## config.mk

```make
export PLATFORM = sky130hd
export DESIGN_NAME = r_engine_flat
export DESIGN_NICKNAME = d
export VERILOG_FILES = /design/src/rtl/r_engine_if.sv /design/src/rtl/r_engine.sv /design/src/flat_wrapper.sv
export SDC_FILE = /design/constraint.sdc
export NUM_CORES = 1
export LEC_CHECK = 0
export CAP_MARGIN = 25
export CORE_MARGIN = 2
export CORE_UTILIZATION = 43
export DETAILED_ROUTE_END_ITERATION = 8
export PLACE_DENSITY = 0.94
export RECOVER_POWER = 25
export REMOVE_ABC_BUFFERS = 1
export SLEW_MARGIN = 20
export SYNTH_ARGS = -nofsm -noshare
export SYNTH_HDL_FRONTEND = slang
export SYNTH_SLANG_ARGS = --single-unit
```

## constraint.sdc

```tcl
create_clock -name clk -period 3.97 [get_ports clk]
set_clock_uncertainty 0.05 [all_clocks]
set_input_delay 0.397 -clock clk [delete_from_list [all_inputs] [get_ports clk]]
set_output_delay 0.397 -clock clk [all_outputs]
set_load 0.01 [all_outputs]
```

## src/rtl/r_engine_if.sv

```systemverilog
// R channel plus read-data FIFO push port of the DMA read-data receiver.
// The master drives R beats and FIFO full status; the slave (r_engine) returns rready and the push.
interface r_engine_if #(
    parameter int DATA_WIDTH = 64
);
    logic                      rvalid;
    logic                      rready;
    logic [DATA_WIDTH-1:0]     rdata;
    logic [1:0]                rresp;
    logic                      rlast;
    logic                      fifo_write;
    logic [DATA_WIDTH-1:0]     fifo_data;
    logic [DATA_WIDTH/8-1:0]   fifo_keep;
    logic                      fifo_full;

    modport master (
        output rvalid, rdata, rresp, rlast, fifo_full,
        input  rready, fifo_write, fifo_data, fifo_keep
    );

    modport slave (
        input  rvalid, rdata, rresp, rlast, fifo_full,
        output rready, fifo_write, fifo_data, fifo_keep
    );
endinterface

```

## src/rtl/r_engine.sv

```systemverilog
// AXI R-channel receiver: pushes each accepted beat into the read FIFO in the same cycle with a head/tail keep mask.
// rready follows !fifo_full combinationally; rlast and rresp are checked against the locally computed burst split.
module r_engine #(
    parameter int AXI_DATA_WIDTH      = 64,
    parameter int AXI_MAX_ARLEN       = 15,
    parameter int INTERNAL_ADDR_WIDTH = 32,
    parameter int BTT_WIDTH           = 23
) (
    input  logic                           clk,
    input  logic                           rst,
    input  logic                           start,
    input  logic [INTERNAL_ADDR_WIDTH-1:0] start_addr,
    input  logic [BTT_WIDTH-1:0]           btt,
    output logic                           busy,
    output logic                           done,
    output logic [1:0]                     error,
    output logic                           burst_done,
    r_engine_if.slave                      bus
);
    localparam int B    = AXI_DATA_WIDTH / 8;
    localparam int LB   = $clog2(B);
    localparam int MAXB = AXI_MAX_ARLEN + 1;
    localparam int LM   = $clog2(MAXB);
    localparam int TW   = BTT_WIDTH - LB + 1;
    localparam int CW   = LM + 1;

    typedef enum logic [1:0] {
        IDLE   = 2'd0,
        RECV   = 2'd1,
        FINISH = 2'd2
    } state_t;

    state_t          state_q, state_d;
    logic [TW-1:0]   rem_q, rem_d;
    logic [CW-1:0]   bcnt_q, bcnt_d;
    logic            first_q, first_d;
    logic [LB-1:0]   off_q, off_d;
    logic [LB-1:0]   la_q, la_d;
    logic [1:0]      err_q, err_d;
    logic            busy_q, busy_d;
    logic            done_q, done_d;

    logic [BTT_WIDTH:0] span;
    logic [TW-1:0]      total;
    logic [CW-1:0]      first_room;
    logic               accept;
    logic               burst_end;
    logic [B-1:0]       head_mask;
    logic [B-1:0]       tail_mask;
    logic [B-1:0]       keep;
    logic               unused_addr_bits;

    function automatic logic [CW-1:0] clamp(input logic [TW-1:0] n, input logic [CW-1:0] cap);
        return (n < TW'(cap)) ? n[CW-1:0] : cap;
    endfunction

    assign span       = {1'b0, btt} + (BTT_WIDTH+1)'(start_addr[LB-1:0]);
    assign total      = TW'(span >> LB) + TW'(span[LB-1:0] != '0);
    // Beats left before the next MAXB*B-byte boundary, i.e. the first burst's room.
    assign first_room = CW'(MAXB) - CW'(start_addr[LB+LM-1:LB]);
    assign unused_addr_bits = ^start_addr[INTERNAL_ADDR_WIDTH-1:LB+LM];

    assign bus.rready     = (state_q == RECV) && !bus.fifo_full;
    assign accept         = bus.rvalid && bus.rready;
    assign burst_end      = (bcnt_q == CW'(1));
    assign bus.fifo_write = accept;
    assign bus.fifo_data  = bus.rdata;
    assign burst_done     = accept && burst_end;

    assign head_mask = {B{1'b1}} << off_q;
    assign tail_mask = (la_q == '0) ? {B{1'b1}} : ~({B{1'b1}} << la_q);

    always_comb begin
        keep = {B{1'b1}};
        if (first_q)
            keep = keep & head_mask;
        if (rem_q == TW'(1))
            keep = keep & tail_mask;
    end
    assign bus.fifo_keep = keep;

    always_comb begin
        state_d = state_q;
        rem_d   = rem_q;
        bcnt_d  = bcnt_q;
        first_d = first_q;
        off_d   = off_q;
        la_d    = la_q;
        err_d   = err_q;
        case (state_q)
            IDLE: begin
                if (start) begin
                    off_d   = start_addr[LB-1:0];
                    la_d    = span[LB-1:0];
                    rem_d   = total;
                    bcnt_d  = clamp(total, first_room);
                    first_d = 1'b1;
                    err_d   = 2'b00;
                    state_d = (btt == '0) ? FINISH : RECV;
                end
            end
            RECV: begin
                if (accept) begin
                    first_d = 1'b0;
                    rem_d   = rem_q - TW'(1);
                    bcnt_d  = bcnt_q - CW'(1);
                    if (bus.rresp != 2'b00)
                        err_d[0] = 1'b1;
                    if (bus.rlast != burst_end)
                        err_d[1] = 1'b1;
                    if (burst_end)
                        bcnt_d = clamp(rem_q - TW'(1), CW'(MAXB));
                    if (rem_q == TW'(1))
                        state_d = FINISH;
                end
            end
            FINISH:  state_d = IDLE;
            default: state_d = IDLE;
        endcase
        busy_d = (state_d != IDLE);
        done_d = (state_d == FINISH);
    end

    always_ff @(posedge clk or posedge rst) begin
        if (rst) begin
            state_q <= IDLE;
            rem_q   <= '0;
            bcnt_q  <= '0;
            first_q <= 1'b0;
            off_q   <= '0;
            la_q    <= '0;
            err_q   <= 2'b00;
            busy_q  <= 1'b0;
            done_q  <= 1'b0;
        end else begin
            state_q <= state_d;
            rem_q   <= rem_d;
            bcnt_q  <= bcnt_d;
            first_q <= first_d;
            off_q   <= off_d;
            la_q    <= la_d;
            err_q   <= err_d;
            busy_q  <= busy_d;
            done_q  <= done_d;
        end
    end

    assign busy  = busy_q;
    assign done  = done_q;
    assign error = err_q;
endmodule

```

## src/flat_wrapper.sv

```systemverilog
// flat-port wrapper written by rule: the top's interface ports become plain ports
module r_engine_flat 
#(
    parameter int AXI_DATA_WIDTH      = 64,
    parameter int AXI_MAX_ARLEN       = 15,
    parameter int INTERNAL_ADDR_WIDTH = 32,
    parameter int BTT_WIDTH           = 23
)
  (clk, rst, start, start_addr, btt, busy, done, error, burst_done, bus_rvalid, bus_rdata, bus_rresp, bus_rlast, bus_fifo_full, bus_rready, bus_fifo_write, bus_fifo_data, bus_fifo_keep);
  r_engine_if #(.DATA_WIDTH((64))) bus_i ();
  input  logic clk;
  input  logic rst;
  input  logic start;
  input  logic [INTERNAL_ADDR_WIDTH-1:0] start_addr;
  input  logic [BTT_WIDTH-1:0] btt;
  output logic busy;
  output logic done;
  output logic [1:0] error;
  output logic burst_done;
  input wire logic [$bits(bus_i.rvalid)-1:0] bus_rvalid;
  input wire logic [$bits(bus_i.rdata)-1:0] bus_rdata;
  input wire logic [$bits(bus_i.rresp)-1:0] bus_rresp;
  input wire logic [$bits(bus_i.rlast)-1:0] bus_rlast;
  input wire logic [$bits(bus_i.fifo_full)-1:0] bus_fifo_full;
  output wire logic [$bits(bus_i.rready)-1:0] bus_rready;
  output wire logic [$bits(bus_i.fifo_write)-1:0] bus_fifo_write;
  output wire logic [$bits(bus_i.fifo_data)-1:0] bus_fifo_data;
  output wire logic [$bits(bus_i.fifo_keep)-1:0] bus_fifo_keep;
  assign bus_i.rvalid = bus_rvalid;
  assign bus_i.rdata = bus_rdata;
  assign bus_i.rresp = bus_rresp;
  assign bus_i.rlast = bus_rlast;
  assign bus_i.fifo_full = bus_fifo_full;
  assign bus_rready = bus_i.rready;
  assign bus_fifo_write = bus_i.fifo_write;
  assign bus_fifo_data = bus_i.fifo_data;
  assign bus_fifo_keep = bus_i.fifo_keep;
  r_engine #(.AXI_DATA_WIDTH(AXI_DATA_WIDTH), .AXI_MAX_ARLEN(AXI_MAX_ARLEN), .INTERNAL_ADDR_WIDTH(INTERNAL_ADDR_WIDTH), .BTT_WIDTH(BTT_WIDTH)) u_core (.clk(clk), .rst(rst), .start(start), .start_addr(start_addr), .btt(btt), .busy(busy), .done(done), .error(error), .burst_done(burst_done), .bus(bus_i));
endmodule
```

# Word level (Yosys, flattened, before mapping)
# Cells that the tools add are included.
[totals]
reg_bits = 39
in_bits = 127
output_inout_bits = 79
word_cells = 70
[classes]
add_sub_neg = 5
n_lt_le_gt_ge = 2
n_eq_ne = 9
n_shift = 2
mux = 25
bitwise_logic = 2
reduce_logical = 15
[ops]
columns = ["cell", "n"]
rows = [
  ["$mux 21", 2],
  ["$pmux 21 s2", 1],
  ["$mux 5", 5],
  ["$add 23x3->24", 1],
  ["$mux 8", 3],
  ["$logic_not 23->1", 1],
  ["$add 21x1->21", 1],
  ["$eq 21x1->1 const B", 1],
  ["$lt 21x5->1", 1],
  ["$lt 21x5->1 const B", 1],
  ["$sub 21x1->21 const B", 1],
  ["$shl 8x3->8 const A", 2],
  ["$mux 2", 6],
  ["$pmux 5 s2", 1],
  ["$and 8x8->8", 1],
  ["$not 8->8", 1],
  ["$pmux 2 s2", 2],
  ["$reduce_and 4->1", 2],
  ["$ne 2x2->1 const B", 3],
  ["$reduce_bool 2->1", 3],
  ["$eq 5x1->1 const B", 1],
  ["$sub 5x1->5 const B", 1],
  ["$sub 5x4->5 const A", 1],
  ["$mux 1", 4],
  ["12 further kinds", 14],
]

# Depth between registers and ports, before layout
[depth]
ltp_word = 7
depth_mapped = 19
depth_no_buf = 17

# Worst setup path before layout
# Ideal clock, no wire load.
[synth_path]
path_type = "input port to flip-flop"
startpoint = "input port start_addr[2]"
endpoint = "register u_core.bcnt_q[4]"
setup_ns = 0.094
arrival_ns = 4.259
t_required_ns = 3.826
slack_ns = -0.432
path_stages = 17
n_path_buf = 2
path_cell_list = "ha_1 buf_6 or2_2 nand2_1 xnor2_1 ha_1 ha_1 inv_1 a211oi_1 o211ai_1 o41ai_1 xor2_1 a211o_1 or4b_1 buf_2 or2_4 a211oi_1"
[synth_via]
elab_chain_len = 7
[synth_lines]
columns = ["item", "line_no", "source"]
rows = [
  ["from (decl)", "flat_wrapper.sv:14", "input logic [INTERNAL_ADDR_WIDTH-1:0] start_addr;"],
  ["$add 23x3->24 *", "r_engine.sv:57", "assign span = {1'b0, btt} + (BTT_WIDTH+1)'(start_addr[LB-1:0]);"],
  ["$reduce_bool 3->1", "r_engine.sv:58", "assign total = TW'(span >> LB) + TW'(span[LB-1:0] != '0);"],
  ["$add 21x1->21 *", "r_engine.sv:58", ""],
  ["$lt 21x5->1", "r_engine.sv:54", "return (n < TW'(cap)) ? n[CW-1:0] : cap;"],
  ["$mux 5 *", "r_engine.sv:54", ""],
  ["$mux 5 *", "r_engine.sv:92", "if (start) begin"],
  ["$pmux 5 s2 *", "r_engine.sv:90", "case (state_q)"],
  ["to (signal assigned)", "r_engine.sv:138", "bcnt_q <= bcnt_d;"],
  ["to (decl)", "r_engine.sv:35", "logic [CW-1:0] bcnt_q, bcnt_d;"],
]
# Mark *: on every way between the ends. The rest lies on a longest branch, timed or not. The select of a mux whose other input is x is not followed.
# A chain may end at the register's enable or synchronous reset.

# Final worst setup path
[layout_path]
startpoint = "input port btt[2]"
endpoint = "register u_core.bcnt_q[1]"
[layout_via]
elab_chain_len = 7
[layout_lines]
columns = ["item", "line_no", "source"]
rows = [
  ["from (decl)", "flat_wrapper.sv:15", "input logic [BTT_WIDTH-1:0] btt;"],
  ["$add 23x3->24 *", "r_engine.sv:57", ""],
  ["$reduce_bool 3->1", "r_engine.sv:58", ""],
  ["$add 21x1->21 *", "r_engine.sv:58", ""],
  ["$lt 21x5->1", "r_engine.sv:54", ""],
  ["$mux 5 *", "r_engine.sv:54", ""],
  ["$mux 5 *", "r_engine.sv:92", ""],
  ["$pmux 5 s2 *", "r_engine.sv:90", ""],
]
# Marked as above.

==> impl_metrics.py <==
metrics = {
    "synthesis": {
        "synth_top_area_share_pct": 21.4,
        "yosys.cell_types.count": 78,
        "synth_seq_cells": 39,
        "synthTopCellsByCount": "67 x buf_4, 56 x nand2_1, 52 x nor2_1",
        "synth_top_cell_by_area": "dfrtp_1",
        "yosys.area_share.adder_pct": 4.83,
        "async_flop_share_pct": 100,
        "synth_compound_area_share_pct": 22.4,
        "yosysMostFrequentCell": "buf_4",
        "syn_inst": 607,
        "synth-edff-count": 0,
        "netlist_area_um2": 4560,
        "synth_simple_gate_area_share_pct": 27.1,
        "synth_xor_area_share_pct": 7.30,
        "synth_area_leaders": "dfrtp_1 21%, buf_4 11%, xnor2_1 4.8%",
        "ys_warn_count": 0,
        "ys_seq_area_share_pct": 21.4,
        "syn_area_per_cell_um2": 7.52,
        "synth_top_family_by_area": "simple AND/OR/NAND/NOR gates",
        "synthFlopType": "dfrtp_1",
        "synth.area.mux_share_pct": 0.987,
    },
    "layout": {
        "diodes": 0,
        "drive_gt1_share_pct": 26.5,
        "syn2layout_area_growth_pct": 27.0,
        "final_core_util_pct": 56.1,
        "nNetsFinal": 825,
    },
    "worst_setup_path": {
        "arrival_ns": 4.13,
        "cpMaxStageDelayCell": "or4b_4",
        "startpoint_type": "input pin",
        "critPathKind": "in -> reg",
        "cp.buffers_inverters": 1,
        "cp.required_ns": 4.15,
        "r2r-end": "u_core.bcnt_q[0]$_DFFE_PP0P_",
        "cp.depth": 16,
        "startpoint": "btt[2]",
        "cp-endpoint": "u_core.bcnt_q[1]$_DFFE_PP0P_",
        "cp_common_cell": "ha_4",
        "worstPathCellList": "clkdlybuf4s15_1 > ha_4 > a211o_1 > nand2_2 > xnor2_2 > ha_4 > ha_4 > nand3_2 > nor2_4 > o211ai_1 > o41ai_2 > xor2_1 > a211o_1 > or4b_4 > or2_4 > a211oi_2",
        "r2r_cells": 12,
        "reg2reg_from": "u_core.rem_q[0]$_DFFE_PP0P_",
        "r2r_slack_ns": 0.52,
        "cpPeakStageDelay_ns": 0.56,
        "cpLargestDelayFamily": "compound AO/OA/AOI/OAI gates",
        "endpoint_kind": "register",
        "cp_max_fo": 6,
    },
    "timing": {
        "hold_violations": 0,
        "slew_viol_final": 0,
        "period_share_pct": 99.5,
        "relSlewSlack_pct": 32.3,
        "clock.fmax_ghz": 0.253,
        "setup_violations": 0,
        "setup_slack_ns": 0.0183,
        "hold_ws_ns": 0.340,
        "rsz0062_at_grt": "yes",
        "fin_crit_ns": 3.95,
        "setup_tns_ns": 0,
        "tightest_slew_ns": 1.01,
    },
    "global_routing": {
        "grt_pass1_vias": 4786,
        "antenna_found_initial": 0,
        "use_met3_pct": 22.1,
        "grt_pass1_wl_um": 28400,
        "grt_most_used_layer": "met2",
        "grt_use_total_pct": 32.9,
        "met1_usage_pct": 38.6,
        "met2_usage_pct": 47.5,
        "grt_max_degree": 40,
        "grt_overflow": 0,
    },
    "placed_design": {
        "port_buffers": 52,
        "gp_congestion": 0.961,
        "dp_slack_ns": -1.03,
        "dpl.hpwl_um": 14300,
    },
    "drt": {
        "vias_per_cell": 6.56,
        "drc": 0,
        "via_count": 5365,
        "routed_wl_um": 19600,
        "drt_iter0_markers": 600,
        "postRouteAntennaNets": 0,
        "wire_per_inst_um": 24.0,
        "firstDrtPassIters": 8,
    },
    "clock_network": {
        "h-tree-depth": 2,
        "cts_tree": "done",
        "numCtsBuffers": 5,
        "clk_pin_slew_ns": 0.08,
        "clock_tree.root_cell": "clkbuf_8",
        "cts.sinks": 39,
        "postCtsHoldBufs": 0,
        "clk_latency_ns": 0.31,
        "clockBufferDepth": 2,
    },
    "power_and_ir_drop": {
        "power.net_switching_uw": 940,
        "p_int_uw": 1220,
        "clkPwrFrac_pct": 14.6,
        "p_total_uw": 2160,
        "combPwrFrac_pct": 49.8,
        "power_density_nw_per_um2": 372,
        "switching_share_pct": 43.6,
        "ir_drop_uv": 199,
        "power.share.sequential_pct": 35.6,
        "power_leakage_uw": 0.00237,
    },
    "floorplan": {
        "start_util_pct": 44.2,
        "dieArea_um2": 11400,
        "ioPinCount": 206,
        "placementRows": 37,
        "core_um2": 10300,
        "die_width_um": 107,
        "die_height_um": 107,
    },
    "status": {
        "status": "finished clean",
    },
    "flow_run": {
        "drv_cap": 0,
    },
    "min_path": {
        "hold_class": "in -> reg",
    },
}
==> worst register-to-register path: stages, from the launching register on <==
cell      delay [ns]
dfrtp_1         0.48
inv_1           0.09
ha_1            0.22
nor3b_1         0.65
and2_1          0.26
a31oi_1         0.12
o32ai_1         0.22
nand4_1         0.25
or2_2           0.38
o211ai_1        0.17
o21ai_0         0.12
a22o_1          0.22
a211oi_2        0.15
==> flip-flops by register name, indices dropped and copies added (netlist names) <==
signal          count
u_core.la_q         3
u_core.busy         1
u_core.rem_q       21
u_core.state_q      2
u_core.first_q      1
u_core.error        2
u_core.bcnt_q       5
u_core.off_q        3
u_core.done         1
==> logic make-up after synthesis <==
kind of cell / after synthesis
flops: 39
compound gates: 152
mux: 4
fa+ha+maj: 17
xor+xnor: 38
buf+inv: 115
simple gates: 242
==> worst min-delay path by stage <==
stage / endpoint / slack (ns) / startpoint / cells past startpoint
2_1_floorplan: u_core.rem_q[17]$_DFFE_PP0P_ / 0.41 / u_core.rem_q[17]$_DFFE_PP0P_ / 2
3_3_place_gp: u_core.error[1]$_DFFE_PP0P_ / 0.43 / u_core.error[1]$_DFFE_PP0P_ / 2
3_5_place_dp: u_core.rem_q[17]$_DFFE_PP0P_ / 0.45 / u_core.rem_q[17]$_DFFE_PP0P_ / 2
4_1_cts: u_core.off_q[0]$_DFFE_PP0P_ / 0.40 / start_addr[0] / 4
5_1_grt: u_core.off_q[0]$_DFFE_PP0P_ / 0.35 / start_addr[0] / 4
6_report: u_core.off_q[0]$_DFFE_PP0P_ / 0.34 / start_addr[0] / 4
==> power groups by stage <==
stage	Combinational (uW)	Sequential (uW)	Clock (uW)
2_1_floorplan	609	705	0
3_3_place_gp	914	743	0
3_5_place_dp	959	756	0
4_1_cts	1020	750	313
5_1_grt	1180	789	335
6_report	1080	767	315
==> per-stage QoR <==
| step | instance area [um^2] | std cells |
|---|---|---|
| finish | 5790 | 818 |
| global route | 5790 | 818 |
| CTS | 5660 | 811 |
| detailed placement | 5340 | 799 |
| global placement | 5340 | 799 |
| floorplan | 3900 | 511 |
==> placed cells by master (no fill, tap or decap), types with 22 or more instances in the layout <==
master           synthesis  final
nor3_1                  24     23
dfrtp_1                 39     39
nand2_1                 56     54
nand4_1                 22     22
a21oi_1                 36     32
nor2_1                  52     50
nand3_1                 25     23
o21ai_0                 38     38
buf_4                   67    110
clkdlybuf4s50_1          0     45
==> layer usage <==
metal	share of wire, %	vias up
met5	0.58	-
met4	4.2	4
met3	18	87
met2	41	441
met1	36	2525
li1	-	2308
==> layout make-up <==
class	instances	area, um^2
Clock buffer	7	96.3
Tap cell	136	170
Clock inverter	1	7.51
Timing Repair Buffer	163	1360
Multi-Input combinational cell	453	3120
Sequential cell	39	976
Fill cell	851	4530
Inverter	19	71.3
==> what timing repair did <==
item,in CTS,in global routing
resized for setup,54,25
buffers inserted,4,8
endpoints found under the setup margin,5,5
pin swaps,21,19
No activity file was read; power rests on OpenSTA's default activity.
